## src/rtl/leaf_pkg.sv

```systemverilog
// Shared definitions for the leaf output packetizer: BFT packet layout and credit limits.
package leaf_pkg;

    localparam int VALID_BIT = 48;
    localparam int LEAF_MSB  = 47;
    localparam int LEAF_LSB  = 43;
    localparam int PORT_MSB  = 42;
    localparam int PORT_LSB  = 39;
    localparam int ADDR_MSB  = 38;
    localparam int ADDR_LSB  = 32;

    // Credit after reset equals the destination BRAM depth and is also the saturation ceiling.
    localparam int CREDIT_INIT = 128;

    typedef struct packed {
        logic        valid;
        logic [4:0]  leaf;
        logic [3:0]  port;
        logic [6:0]  addr;
        logic [31:0] payload;
    } packet_t;

endpackage

```

## src/rtl/leaf_out_packetizer_rr_arbiter.sv

```systemverilog
// Combinational round-robin arbiter: first requester at or after ptr wins, wrapping at N-1.
module rr_arbiter #(
    parameter int N     = 7,
    parameter int IDX_W = (N > 1) ? $clog2(N) : 1
) (
    input  logic [N-1:0]     req,
    input  logic [IDX_W-1:0] ptr,
    input  logic             en,
    output logic [N-1:0]     gnt,
    output logic [IDX_W-1:0] gnt_idx,
    output logic             gnt_vld
);

    logic [IDX_W:0]   pos;
    logic [IDX_W-1:0] idx;

    always_comb begin
        gnt     = '0;
        gnt_idx = '0;
        gnt_vld = 1'b0;
        pos     = '0;
        idx     = '0;
        for (int k = 0; k < N; k++) begin
            pos = {1'b0, ptr} + (IDX_W+1)'(k);
            if (pos >= (IDX_W+1)'(N)) begin
                pos = pos - (IDX_W+1)'(N);
            end
            idx = pos[IDX_W-1:0];
            if (en && !gnt_vld && req[idx]) begin
                gnt[idx] = 1'b1;
                gnt_idx  = idx;
                gnt_vld  = 1'b1;
            end
        end
    end

endmodule

```

## src/rtl/leaf_out_packetizer.sv

```systemverilog
// Leaf shell output stage: round-robin over user output streams, credit gating,
// and stamping of destination leaf/port and BRAM write address onto each BFT packet.
module leaf_out_packetizer
    import leaf_pkg::*;
#(
    parameter int PACKET_BITS           = 49,
    parameter int PAYLOAD_BITS          = 32,
    parameter int NUM_LEAF_BITS         = 5,
    parameter int NUM_PORT_BITS         = 4,
    parameter int NUM_ADDR_BITS         = 7,
    parameter int NUM_OUT_PORTS         = 7,
    parameter int FREESPACE_UPDATE_SIZE = 64,
    parameter int CREDIT_INIT           = leaf_pkg::CREDIT_INIT
) (
    input  logic                                  clk,
    input  logic                                  reset,
    input  logic [NUM_OUT_PORTS*PAYLOAD_BITS-1:0] din_leaf_user2interface,
    input  logic [NUM_OUT_PORTS-1:0]              vld_user2interface,
    output logic [NUM_OUT_PORTS-1:0]              ack_interface2user,
    input  logic                                  cfg_wr,
    input  logic [NUM_PORT_BITS-1:0]              cfg_stream,
    input  logic [NUM_LEAF_BITS-1:0]              cfg_leaf,
    input  logic [NUM_PORT_BITS-1:0]              cfg_port,
    input  logic                                  fs_upd,
    input  logic [NUM_PORT_BITS-1:0]              fs_stream,
    output logic [PACKET_BITS-1:0]                dout_leaf_interface2bft,
    input  logic                                  out_ready
);

    localparam int SEL_W    = (NUM_OUT_PORTS > 1) ? $clog2(NUM_OUT_PORTS) : 1;
    localparam int CREDIT_W = NUM_ADDR_BITS + 1;

    logic [NUM_OUT_PORTS-1:0] cfg_valid;
    logic [NUM_LEAF_BITS-1:0] cfg_leaf_q [NUM_OUT_PORTS];
    logic [NUM_PORT_BITS-1:0] cfg_port_q [NUM_OUT_PORTS];
    logic [CREDIT_W-1:0]      credit_q   [NUM_OUT_PORTS];
    logic [NUM_ADDR_BITS-1:0] addr_q     [NUM_OUT_PORTS];
    logic [PAYLOAD_BITS-1:0]  payload    [NUM_OUT_PORTS];
    logic [SEL_W-1:0]         rr_ptr;
    packet_t                  dout_q;

    logic [NUM_OUT_PORTS-1:0] eligible;
    logic [NUM_OUT_PORTS-1:0] gnt;
    logic [SEL_W-1:0]         gnt_idx;
    logic                     gnt_vld;
    logic                     slot_free;

    // Credit after an optional freespace return and an optional grant, clamped at the BRAM depth.
    function automatic logic [CREDIT_W-1:0] next_credit(
        input logic [CREDIT_W-1:0] cur,
        input logic                add,
        input logic                take
    );
        logic [CREDIT_W:0] sum;
        sum = {1'b0, cur};
        if (add) begin
            sum = sum + (CREDIT_W+1)'(FREESPACE_UPDATE_SIZE);
        end
        if (take) begin
            sum = sum - 1'b1;
        end
        if (sum > (CREDIT_W+1)'(CREDIT_INIT)) begin
            sum = (CREDIT_W+1)'(CREDIT_INIT);
        end
        return sum[CREDIT_W-1:0];
    endfunction

    assign slot_free = !dout_q.valid || out_ready;

    // A stream being (re)configured this cycle sits out so its address reset cannot collide with a grant.
    always_comb begin
        eligible = '0;
        for (int i = 0; i < NUM_OUT_PORTS; i++) begin
            payload[i]  = din_leaf_user2interface[i*PAYLOAD_BITS +: PAYLOAD_BITS];
            eligible[i] = vld_user2interface[i] && cfg_valid[i] && (credit_q[i] != '0)
                          && !(cfg_wr && (cfg_stream == NUM_PORT_BITS'(i)));
        end
    end

    rr_arbiter #(
        .N     (NUM_OUT_PORTS),
        .IDX_W (SEL_W)
    ) u_rr_arbiter (
        .req     (eligible),
        .ptr     (rr_ptr),
        .en      (slot_free),
        .gnt     (gnt),
        .gnt_idx (gnt_idx),
        .gnt_vld (gnt_vld)
    );

    assign ack_interface2user      = gnt;
    assign dout_leaf_interface2bft = dout_q;

    always_ff @(posedge clk) begin
        if (reset) begin
            dout_q    <= '0;
            cfg_valid <= '0;
            rr_ptr    <= '0;
            for (int i = 0; i < NUM_OUT_PORTS; i++) begin
                cfg_leaf_q[i] <= '0;
                cfg_port_q[i] <= '0;
                credit_q[i]   <= CREDIT_W'(CREDIT_INIT);
                addr_q[i]     <= '0;
            end
        end else begin
            if (gnt_vld) begin
                dout_q.valid    <= 1'b1;
                dout_q.leaf     <= cfg_leaf_q[gnt_idx];
                dout_q.port     <= cfg_port_q[gnt_idx];
                dout_q.addr     <= addr_q[gnt_idx];
                dout_q.payload  <= payload[gnt_idx];
                addr_q[gnt_idx] <= addr_q[gnt_idx] + 1'b1;
                rr_ptr          <= (gnt_idx == SEL_W'(NUM_OUT_PORTS - 1)) ? '0 : gnt_idx + 1'b1;
            end else if (slot_free) begin
                dout_q.valid <= 1'b0;
            end
            for (int i = 0; i < NUM_OUT_PORTS; i++) begin
                credit_q[i] <= next_credit(credit_q[i],
                                           fs_upd && (fs_stream == NUM_PORT_BITS'(i)),
                                           gnt[i]);
                if (cfg_wr && (cfg_stream == NUM_PORT_BITS'(i))) begin
                    cfg_valid[i]  <= 1'b1;
                    cfg_leaf_q[i] <= cfg_leaf;
                    cfg_port_q[i] <= cfg_port;
                    addr_q[i]     <= '0;
                end
            end
        end
    end

endmodule

```

## config.mk

```make
export PLATFORM = sky130hd
export DESIGN_NAME = leaf_out_packetizer
export DESIGN_NICKNAME = d
export VERILOG_FILES = /design/src/rtl/leaf_pkg.sv /design/src/rtl/leaf_out_packetizer_rr_arbiter.sv /design/src/rtl/leaf_out_packetizer.sv
export SDC_FILE = /design/constraint.sdc
export NUM_CORES = 1
export LEC_CHECK = 0
export ABC_AREA = 1
export CAP_MARGIN = 10
export CORE_AREA = 3 3 176 178
export CTS_CLUSTER_SIZE = 12
export DETAILED_ROUTE_END_ITERATION = 10
export DIE_AREA = 0 0 179 181
export DONT_BUFFER_PORTS = 1
export HOLD_SLACK_MARGIN = 0.12
export PLACE_DENSITY = 0.74
export SLEW_MARGIN = 20
export SYNTH_ARGS = -nofsm -noshare
export SYNTH_HDL_FRONTEND = slang
export SYNTH_HIERARCHICAL = 1
export SYNTH_SLANG_ARGS = --single-unit
```

## constraint.sdc

```tcl
create_clock -name clk -period 6.56 [get_ports clk]
set_input_delay 0.656 -clock clk [delete_from_list [all_inputs] [get_ports clk]]
set_output_delay 0.656 -clock clk [all_outputs]
set_load 0.01 [all_outputs]
```

==> results.py <==
metrics = {
    "clock_network": {
        "cts.repair.resized": 0,
        "clock_insertion_delay_at_the_later_pin_of_the_skew_report_ps": 530,
        "post_cts.repair.setup_buffers": 0,
        "clock_tree_from_tritoncts": "yes",
        "clock_tree.htree_level_count": 1,
        "cts_root_buf": "sky130_fd_sc_hd__clkbuf_16",
        "cts_sinks": 234,
        "max-clock-path-buffers": 3,
        "post_cts_hold_buffer_count": 0,
        "cts.clk_slew.worst_paths_ps": 60,
        "cts_buffers": 26,
    },
    "global_routing": {
        "grt_first_pass_wirelength_mm": 74.3,
        "grt_pass1_vias": 13500,
        "antenna_found_initial": 3,
        "grt_use_met2": 0.486,
        "busiest_layer": "met2",
        "grt_max_degree": 93,
        "use_met3": 0.0815,
        "grt_overflow_total": 0,
        "overall_global_routing_usage": 0.292,
        "met1_usage": 0.350,
    },
    "route": {
        "postRouteAntennaNets": 0,
        "viasPerCell": 5.79,
        "drt_iter0_markers": 1389,
        "routed-via-count": 14500,
        "drc": 0,
        "route.final.wire_length_mm": 49.7,
        "drt_pre_antenna_iters": 6,
        "routedWlPerCell_um": 19.8,
    },
    "die": {
        "die_w_um": 179,
        "initial_core_util": 0.496,
        "area_of_the_placeable_core_um2": 29600,
        "die_height_um": 181,
        "die_area_um2": 32400,
        "rows": 63,
        "top_level_ports": 309,
    },
    "sta": {
        "max_freq_mhz": 173,
        "fin_tns_setup_ps": 0,
        "setup_viol": 0,
        "layout_setup_ws_ps": 786,
        "slew_headroom": 0.400,
        "post-route-period-util": 0.880,
        "layout_min_cycle_time_ps": 5770,
        "clock_skew_ps": 20.2,
        "rsz_0062_raised_after_global_routing": "false",
        "finalHoldViolations": 0,
        "maxSlewViolCount": 0,
        "worst_slew_pin_slew_ps": 900,
        "worst_hold_slack_ps": 196,
    },
    "critical_path": {
        "crit_path_max_fanout": 24,
        "worst_ep_arrival_time_ps": 6020,
        "critPathRequiredTime_ps": 6810,
        "worstSetupStartpointType": "register",
        "max_stage_delay_ps": 600,
        "worstSetupEndpointType": "register",
        "critical-path-top-cell-by-count": "sky130_fd_sc_hd__nand2_1",
        "worst_path_max_delay_cell": "sky130_fd_sc_hd__fa_1",
        "path_class": "register to register",
    },
    "cells_and_area": {
        "syn2layout_area_growth_pct": 7.99,
        "final_cell_mix": "sky130_fd_sc_hd__nand2_1, sky130_fd_sc_hd__nor2_1, sky130_fd_sc_hd__inv_1, sky130_fd_sc_hd__nand3_1, sky130_fd_sc_hd__edfxtp_1",
        "final_layout_size_suffix_gt1_frac": 0.0562,
        "mostFrequentLayoutCell": "sky130_fd_sc_hd__nand2_1",
        "postLayoutCellArea_um2": 15800,
        "layout.filler_cells": 2853,
        "nets": 2386,
    },
    "yosys": {
        "synthesized_area_divided_by_synthesized_cell_count_um2": 6.92,
        "synth.yosys.seq_area_share": 0.401,
        "netlist-cell-type-count": 47,
        "post_synth_instance_area_um2": 14700,
        "syn-num-nets": 2407,
        "number_of_flops_mapped_to_enable_cells_by_yosys": 119,
        "async_flop_share": 0,
        "synthTopCellsByArea": "sky130_fd_sc_hd__edfxtp_1, sky130_fd_sc_hd__nand2_1, sky130_fd_sc_hd__dfxtp_1",
        "synth.largest_area_cell": "sky130_fd_sc_hd__edfxtp_1",
        "synthCells": 2118,
        "netlist.area_leader.share": 0.244,
        "synth.ff_latch_count": 234,
        "postSynth.topFlopCell": "sky130_fd_sc_hd__edfxtp_1",
        "yosysWarningCount": 6,
    },
    "place": {
        "place_congestion": 1.03,
        "place_worst_setup_slack_ps": 813,
        "dp_hpwl_mm": 37.3,
        "place.port_buffers": 0,
        "placedInstanceArea_um2": 15000,
    },
    "worst_hold_path": {
        "hp-class": "input port to register",
    },
    "job": {
        "drv.max_cap_violation_count": 0,
    },
    "status": {
        "status": "finished clean",
    },
}
==> synth_stat cells, types with 5 or more instances <==
cell and count:
sky130_fd_sc_hd__o21ai_1 6, sky130_fd_sc_hd__nand4_1 48, sky130_fd_sc_hd__nor3_1 15, sky130_fd_sc_hd__a41oi_1 22, sky130_fd_sc_hd__nand2_2 10, sky130_fd_sc_hd__inv_1 225, sky130_fd_sc_hd__o21ai_0 88, sky130_fd_sc_hd__clkbuf_1 38
sky130_fd_sc_hd__nand2_1 653, sky130_fd_sc_hd__ha_1 35, sky130_fd_sc_hd__nor2_2 7, sky130_fd_sc_hd__a31oi_1 5, sky130_fd_sc_hd__nand3_2 12, sky130_fd_sc_hd__a221oi_1 15, sky130_fd_sc_hd__edfxtp_1 119, sky130_fd_sc_hd__xnor2_1 5
sky130_fd_sc_hd__dfxtp_1 115, sky130_fd_sc_hd__nor2_1 316, sky130_fd_sc_hd__inv_2 12, sky130_fd_sc_hd__nand3_1 163, sky130_fd_sc_hd__buf_4 6, sky130_fd_sc_hd__buf_6 6, sky130_fd_sc_hd__a22oi_1 39, sky130_fd_sc_hd__a21oi_1 85
sky130_fd_sc_hd__xor2_1 11, sky130_fd_sc_hd__buf_2 23
==> cells by family after synthesis <==
group | after synthesis | synth area share
AND/OR/NAND/NOR | 1239 | 0.355
buffers and inverters | 315 | 0.0872
AO/OA/AOI/OAI | 277 | 0.115
flip-flops | 234 | 0.401
adder cells (fa/ha/maj) | 36 | 0.0312
XOR/XNOR | 17 | 0.0114
==> state kept, by name, summed over array words and instances (netlist names) <==
signal                   flops
addr_q                      56
credit_q                    56
dout_leaf_interface2bft     49
cfg_leaf_q                  35
cfg_port_q                  28
cfg_valid                    7
rr_ptr                       3
==> metal layers <==
layer | vias to the layer above | wire (um) | part of all wire
met5 | - | 20 | 0.00040
met4 | 2 | 2530 | 0.051
met3 | 140 | 5570 | 0.11
met2 | 787 | 23200 | 0.47
met1 | 6684 | 18400 | 0.37
li1 | 6923 | - | -
==> layout make-up <==
| cell class | count | area, um2 | share of cell area |
|---|---|---|---|
| diodes | 2 | 5.00 | 0.000316 |
| well taps | 390 | 488 | 0.0308 |
| multi-input cells | 1569 | 7530 | 0.475 |
| inverters | 238 | 893 | 0.0564 |
| clock buffers | 38 | 737 | 0.0465 |
| clock inverters | 10 | 98.8 | 0.00624 |
| flip-flops and latches | 234 | 5880 | 0.371 |
| repair buffers | 28 | 210 | 0.0133 |
==> path summary, 6_finish.rpt <==
| path | cells after the start | slack [ps] | end | from |
|---|---|---|---|---|
| hold reg to reg | 2 | 460 | cfg_valid[3] | cfg_valid[3] |
| setup / recovery | 25 | 790 | addr_q[4][6] | rr_ptr[1] |
| setup reg to reg | 25 | 790 | addr_q[4][6] | rr_ptr[1] |
| hold / removal | 1 | 200 | cfg_valid[6] | reset |
==> critical path: cells and delay by family, from the launching register on <==
family,cells,cell delay (ps)
fa+ha+maj,2,830
flops,1,380
compound gates,1,240
simple gates,16,2840
buf+inv,6,1200
==> metrics by stage <==
stage | util | std cells
floorplan | - | 2118
global placement | 0.507 | 2459
detailed placement | 0.507 | 2459
CTS | 0.536 | 2507
global route | 0.536 | 2509
finish | 0.536 | 2509
Power is left out: the tool's default activity adds up to more than one toggle a clock period on the data nets, which glitch-free logic cannot reach.
